File: src/rtl/instr_fetch.sv
// instr_fetch: program counter and next-PC stage for the single-cycle core.
// Holds the 64-bit PC, presents it to a combinational instruction memory and
// forwards the fetched word downstream. Next PC is chosen, in priority order,
// from hold (stall), register target (BR), PC-relative branch (B / CBZ /
// B.cond) and sequential +4. An unconditional branch with zero offset is
// treated as a halt.
//
// Optional build macro: IFETCH_RETIRE_CNT_EN adds the `retired` port and a
// 32-bit count of issued instructions.
//
// state    | meaning
// ---------+--------------------------------------------------------------
// ST_START | first cycle after reset; NOP presented, PC not advanced
// ST_RUN   | normal fetch; imem word forwarded, PC follows next-PC rules
// ST_HALT  | branch-to-self seen; NOP presented, PC frozen until reset

module instr_fetch #(
  parameter logic [63:0] RESET_PC = 64'h0,
  parameter logic [31:0] NOP_WORD = 32'hD503201F
) (
  input  logic        clk,
  input  logic        reset,
  input  logic        stall,
  input  logic        BrTaken,
  input  logic        UncondBr,
  input  logic        BrReg,
  input  logic [63:0] br_target,
  input  logic [31:0] imem_rdata,
  output logic [63:0] pc,
  output logic [31:0] instruction,
  output logic        halted
`ifdef IFETCH_RETIRE_CNT_EN
  ,
  output logic [31:0] retired
`endif
);

  typedef enum logic [1:0] {
    ST_START = 2'd0,
    ST_RUN   = 2'd1,
    ST_HALT  = 2'd2
  } state_t;

  state_t      state;
  logic [63:0] br_offset;
  logic [63:0] br_sum;
  logic [63:0] seq_pc;
  logic        halt_hit;

  // Forward the fetched word only while running; START and HALT issue a NOP.
  always_comb begin
    instruction = (state == ST_RUN) ? imem_rdata : NOP_WORD;
  end

  // Branch offset: sign-extended word offset, scaled to bytes.
  always_comb begin
    if (UncondBr) begin
      br_offset = {{36{instruction[25]}}, instruction[25:0], 2'b00};
    end else begin
      br_offset = {{43{instruction[23]}}, instruction[23:5], 2'b00};
    end
    br_sum   = pc + br_offset;
    seq_pc   = pc + 64'd4;
    halt_hit = UncondBr && (instruction[25:0] == 26'd0);
  end

  // Sequencing FSM with registered PC and halt flag; a stalled branch is
  // simply dropped since control re-asserts it once the stall clears.
  always_ff @(posedge clk) begin
    if (!reset) begin
      state  <= ST_START;
      pc     <= RESET_PC;
      halted <= 1'b0;
    end else begin
      case (state)
        ST_START: begin
          if (!stall) state <= ST_RUN;
        end
        ST_RUN: begin
          if (!stall) begin
            if (BrReg) begin
              pc <= br_target;
            end else if (BrTaken) begin
              pc <= br_sum;
              if (halt_hit) begin
                state  <= ST_HALT;
                halted <= 1'b1;
              end
            end else begin
              pc <= seq_pc;
            end
          end
        end
        ST_HALT: begin
        end
        default: begin
          state <= ST_START;
        end
      endcase
    end
  end

`ifdef IFETCH_RETIRE_CNT_EN
  // Count every unstalled RUN cycle, the halting branch included; wraps.
  always_ff @(posedge clk) begin
    if (!reset) begin
      retired <= 32'd0;
    end else if (state == ST_RUN && !stall) begin
      retired <= retired + 32'd1;
    end
  end
`endif

endmodule

File: config.mk
export PLATFORM = sky130hd
export DESIGN_NAME = instr_fetch
export DESIGN_NICKNAME = d
export VERILOG_FILES = /design/src/rtl/instr_fetch.sv
export SDC_FILE = /design/constraint.sdc
export NUM_CORES = 1
export LEC_CHECK = 0
export ABC_CLOCK_PERIOD_IN_PS = 4200
export CORE_ASPECT_RATIO = 0.5
export CORE_MARGIN = 5
export CORE_UTILIZATION = 45
export DETAILED_ROUTE_END_ITERATION = 7
export PLACE_DENSITY = 0.82
export RECOVER_POWER = 50
export SLEW_MARGIN = 20
export SYNTH_ARGS = -nofsm -noshare
export SYNTH_HDL_FRONTEND = slang
export SYNTH_SLANG_ARGS = --single-unit
File: constraint.sdc
create_clock -name clk -period 4.2 [get_ports clk]
set_clock_uncertainty 0.15 [all_clocks]
set_input_delay 0.63 -clock clk [delete_from_list [all_inputs] [get_ports clk]]
set_output_delay 0.63 -clock clk [all_outputs]
set_load 0.03 [all_outputs]
==> impl_metrics.toml, run 1 <==
[run_status]
status = "finished clean"

[floorplanning]
start_util_pct = 45.7
dieHeight_um = 98.2
core_um2 = 15300
rows = 32
io_pins = 199
dieWidth_um = 186
dieArea_um2 = 18300

[synth]
synth_top_area_share_pct = 19.1
ys_types = 64
yosys-top-cells-area = "dfxtp_1 19%, ha_1 11%, a21oi_1 8.1%"
synthTopCellsByCount = "123 x nand2_1, 114 x a21oi_1, 94 x nor2_1, 90 x o21ai_0, 67 x dfxtp_1"
synth.area.mux_share_pct = 2.61
async_reset_ff_share_pct = 0
synthXorXnorAreaFrac_pct = 7.12
ys_seq_elements = 67
synth_top_cell_by_area = "dfxtp_1"
yosysSeqAreaShare_pct = 19.1
synth_top_family_by_area = "compound AO/OA/AOI/OAI gates"
synth-simple-area-share_pct = 22.7
syn_area_per_cell_um2 = 7.06
syn_area_um2 = 7010
synth-compound-area-share_pct = 32.7
synthCells = 993
yosysWarnings = 0
yosysMostFrequentCell = "nand2_1"
synth_edf_count = 0
synth-main-ff-cell = "dfxtp_1"
synth_fa_ha_area_share_pct = 11.2
syn_nets = 1157

[final_layout]
syn2layout_area_growth_pct = 54.4
layout-drive-gt1-share_pct = 17.4
final_core_util_pct = 70.6
antenna-diode-count = 0
nets = 1490

[clock_network]
clk_latency_ns = 0.34
cts.sinks = 67
cts_made_buffers = 9
h-tree-depth = 3
cts_tree = "done"
root_buffer = "clkbuf_16"
path_clk_slew_ns = 0.07
cts_buffer_depth = 2

[run]
drv_cap = 0

[timing]
relSlewSlack_pct = 25.0
drv_slew = 0
hold_viol = 0
max_freq_mhz = 246
rsz0062_at_grt = "false"
finalSetupViolations = 0
setup_ws_ns = 0.127
tightest_slew_ns = 1.12
timing.final.crit_share_pct = 97.0
finalCriticalPeriod_ns = 4.07

[placed_design]
dp_slack_ns = -0.498
port_buffers = 198
gp_congestion = 1.03
dp_hpwl_um = 21100

[routing]
firstDrtPassIters = 5
drt-initial-drc-count = 619
drt_wl_total_um = 26800
wl_per_cell_um = 17.5
drc = 0
drtAntennaViolNets = 0
via_count = 8687
via_per_inst = 5.66

[critical_path]
critPathRequiredTime_ns = 4.28
crit_type = "in -> reg"
cp-start-kind = "primary input"
cp-end-kind = "flop"
crit_arrival_ns = 4.16
cp_max_fo = 20
ff2ff_setup_slack_ns = 0.17

[global_route]
first_global_vias = 8351
grt_max_degree = 116
grt_usage_pct = 27.7
grt_pass1_wl_um = 42600
antenna_found_initial = 0
overflow = 0

[power_and_ir_drop]
p_leak_uw = 0.00492
ir_worst_vdd_uv = 182
power.density_nw_per_um2 = 226

[min_path]
hp-class = "reg -> reg"
per-layer routing:
layer | track usage (%) | share of wire, % | vias up
met5 | 0 | 0 | -
met4 | 6.72 | 1.8 | 0
met3 | 6.36 | 6.9 | 42
met2 | 44.5 | 45 | 296
met1 | 37.8 | 46 | 4078
li1 | - | - | 4271
what timing repair did:
item / 4_1_cts / 5_1_grt
buffers inserted: 4 / 2
resized for setup: 4 / 19
gates cloned: 0 / 0
hold buffers: 0 / 0
endpoints found under the setup margin: 11 / 32
pin swaps: 1 / 3
report_power, final:
part | internal [µW] | switching, µW
Clock | 526 | 337
Combinational | 410 | 472
Sequential | 672 | 33.3
layout make-up:
type                            instances  area, µm²
Sequential cell                        67       1340
Clock inverter                          7        100
Tap cell                              204        255
Inverter                               27        104
Clock buffer                            9        225
Timing Repair Buffer                  380       3360
Fill cell                            1251       4510
Multi-Input combinational cell        841       5430
per-stage QoR:
stage               cell area (µm²)  std cells  total power [µW]  hold WS (ns)  TNS, ns
global placement              10400       1513              1580         0.292    -8.65
finish                        10800       1535              2450         0.313        0
CTS                           10700       1533              2460         0.314  -0.0103
floorplan                      7010        993              1180         0.298        0
detailed placement            10400       1513              1590         0.305   -11.71
global route                  10800       1535              2560         0.333        0
layout by cell type (no fill, tap or decap), drive strengths merged, types with 12 or more instances in the layout:
cell,Yosys,final
o21bai,13,13
ha,61,61
and2,19,19
buf,6,181
o21ai,95,95
nand4,20,20
dfxtp,67,67
clkdlybuf4s50,0,120
xor2,23,23
nand2,123,123
a21oi,116,116
nand2b,17,17
dlygate4sd3,0,76
a21boi,12,12
nor2,94,94
mux2i,16,16
nand3,20,20
xnor2,34,34
a21o,30,30
inv,26,28
o211ai,38,38
state kept, by name, indices dropped and copies added (netlist names):
| signal | count |
|---|---|
| halted | 1 |
| pc | 64 |
| state | 2 |
path summary, 6_finish.rpt:
path | startpoint | to | cells after the start
hold / removal | pc[1] | pc[1] | 2
setup reg to reg | state[0] | pc[35] | 18
hold reg to reg | pc[1] | pc[1] | 2
setup / recovery | BrTaken | pc[59] | 16
critical path, cell delays in order:
cell	delay, ns
clkdlybuf4s50_1	0.52
buf_4	0.22
a21boi_0	0.23
buf_4	0.16
ha_1	0.23
a21oi_1	0.17
o21bai_1	0.09
a21oi_1	0.38
a21boi_0	0.17
a211o_1	0.32
a41oi_1	0.24
buf_4	0.17
o21ai_4	0.07
a21oi_2	0.27
mux2i_1	0.22
nor2_1	0.06
kinds of logic after synthesis:
family,Yosys count
compound gates,362
simple gates,342
buf+inv,85
flops,67
fa+ha+maj,62
xor+xnor,57
mux,18
Power figures use the tool's default switching activity.
==> run 2: changes to the inputs <==
--- a/config.mk
+++ b/config.mk
@@ -10,7 +10,8 @@
 export CORE_MARGIN = 5
 export CORE_UTILIZATION = 45
 export DETAILED_ROUTE_END_ITERATION = 7
-export PLACE_DENSITY = 0.82
+export MAX_ROUTING_LAYER = met4
+export PLACE_DENSITY_LB_ADDON = 0.2
 export RECOVER_POWER = 50
 export SLEW_MARGIN = 20
 export SYNTH_ARGS = -nofsm -noshare
==> impl_metrics.toml, run 2 (same netlist as run 1, synthesis figures left out) <==
[power_and_ir_drop]
p_leak_uw = 0.00499
power.density_nw_per_um2 = 230
ir_worst_vdd_uv = 199
total_power_uw = 2530

[timing]
tightest_slew_ns = 1.19
relSlewSlack_pct = 20.7
max_freq_mhz = 252
finalSetupViolations = 0
setup_tns_ns = 0
drv_slew = 0
finalCriticalPeriod_ns = 3.96
hold_viol = 0
rsz0062_at_grt = "false"
fin_hold_ws_ns = 0.312
timing.final.crit_share_pct = 94.3

[floorplanning]
dieHeight_um = 98.2
rows = 32
io_pins = 199
start_util_pct = 45.7
core_um2 = 15300
dieWidth_um = 186
dieArea_um2 = 18300

[clock_network]
h-tree-depth = 3
clk_latency_ns = 0.34
ctsHoldBuffers = 0
root_buffer = "clkbuf_16"
cts_tree = "done"
cts.sinks = 67
path_clk_slew_ns = 0.07
cts_buffer_depth = 2
cts_made_buffers = 9

[final_layout]
largest_reg_flops = 64
layout-drive-gt1-share_pct = 19.0
syn2layout_area_growth_pct = 56.9
regMostFlops = "pc"
nets = 1504
reg_top3 = "pc (64), state (2), halted (1)"
antenna-diode-count = 0
layout_commonest_cell = "buf_4"
final_cell_mix = "190 x buf_4, 123 x nand2_1, 122 x clkdlybuf4s50_1"
fin_cells = 1549

[routing]
via_per_inst = 5.64
firstDrtPassIters = 7
drt-initial-drc-count = 533
drtAntennaViolNets = 0
wl_per_cell_um = 17.7
via_count = 8741
drc = 0
drt_wl_total_um = 27400

[critical_path]
cp_max_fo = 6
critPathRequiredTime_ns = 4.26
crit_chain = "nor2b_4 > buf_4 > nand2b_2 > mux2i_1 > nand2_1 > ha_1 > fa_2 > a211oi_2 > o211ai_1 > a22oi_2 > o211ai_1 > buf_4 > a21oi_1 > nor2_1 > a31o_2 > o21ai_1 > xor2_1 > o22ai_1"
cp-start-kind = "flop"
cp-end-kind = "flop"
crit_arrival_ns = 4.03
r2r.worst_path.cells = 18
critPathMaxStageDelay_ns = 0.39
crit_type = "reg -> reg"
crit_slowest_cell = "dfxtp_2"

[global_route]
grt_usage_pct = 29.1
overflow = 0
grt_max_degree = 116
first_global_vias = 8674
grt_pass1_wl_um = 43600
antenna_found_initial = 0

[placed_design]
gp_congestion = 0.963
place_inst = 1527
port_buffers = 198
dp_hpwl_um = 21600

[min_path]
hold_depth = 2
hp-class = "reg -> reg"

[run_status]
status = "finished clean"

[run]
drv_cap = 0
[run 2: changes by cell type in the layout (fill, tap and decap cells not counted), sizes merged]
cell	delta
buf	+12
bufinv	+1
clkbuf	+1
clkdlybuf4s50	+2
clkinv	-2
dlygate4sd3	-2
inv	+1
nor2b	+1
[run 2: path summary, 6_finish.rpt]
| path | from | to | slack [ns] |
|---|---|---|---|
| setup / recovery | state[0] | pc[62] | 0.24 |
| hold / removal | pc[1] | pc[1] | 0.31 |
| setup reg to reg | state[0] | pc[62] | 0.24 |
| hold reg to reg | pc[1] | pc[1] | 0.31 |
[run 2: timing repair]
| item | in CTS | in global routing |
|---|---|---|
| endpoints found under the setup margin | 10 | 37 |
| setup buffers | 1 | 4 |
| pin swaps | 2 | 7 |
| gates cloned | 0 | 1 |
| gates resized for setup | 4 | 31 |
[run 2: worst max-delay path: cells and delay by family (launching register included)]
family | cells | cell delay, ns
mux | 1 | 0.15
compound gates | 8 | 1.46
fa+ha+maj | 2 | 0.60
buf+inv | 2 | 0.35
simple gates | 4 | 0.55
flops | 1 | 0.39
xor+xnor | 1 | 0.18
[run 2: power by group]
part           total [µW]  leakage (µW)  switching (µW)  internal [µW]
combinational         901       0.00427             480            422
clock                 921      0.000171             335            586
sequential            707      0.000548            35.7            672
[run 2: routing by layer]
| metal | track usage, % | vias up | share of wire [%] |
|---|---|---|---|
| met1 | 38.2 | 4120 | 47 |
| met3 | 5.46 | 33 | 5.8 |
| met4 | 5.82 | 0 | 1.4 |
| met2 | 47.4 | 278 | 46 |
| li1 | - | 4310 | - |
| met5 | - | - | 0 |
[run 2: area by class of cell]
type                    instances  area (µm²)
fillers                      1302        4340
flip-flops and latches         67        1340
multi-input cells             842        5500
well taps                     204         255
inverters                      27         101
clock buffers                   9         225
clock inverters                 7         121
repair buffers                393        3450
[run 2: per-stage QoR]
stage / instance area [µm²] / utilization (%) / worst slack (ns)
final: 11000 / 71.7 / 0.238
after global routing: 11000 / 71.7 / 0.0227
after CTS: 10800 / 70.7 / 0.0111
after detailed placement: 10500 / 68.3 / -0.369
after global placement: 10500 / 68.3 / -0.335
after floorplan: 7010 / - / 0.0690
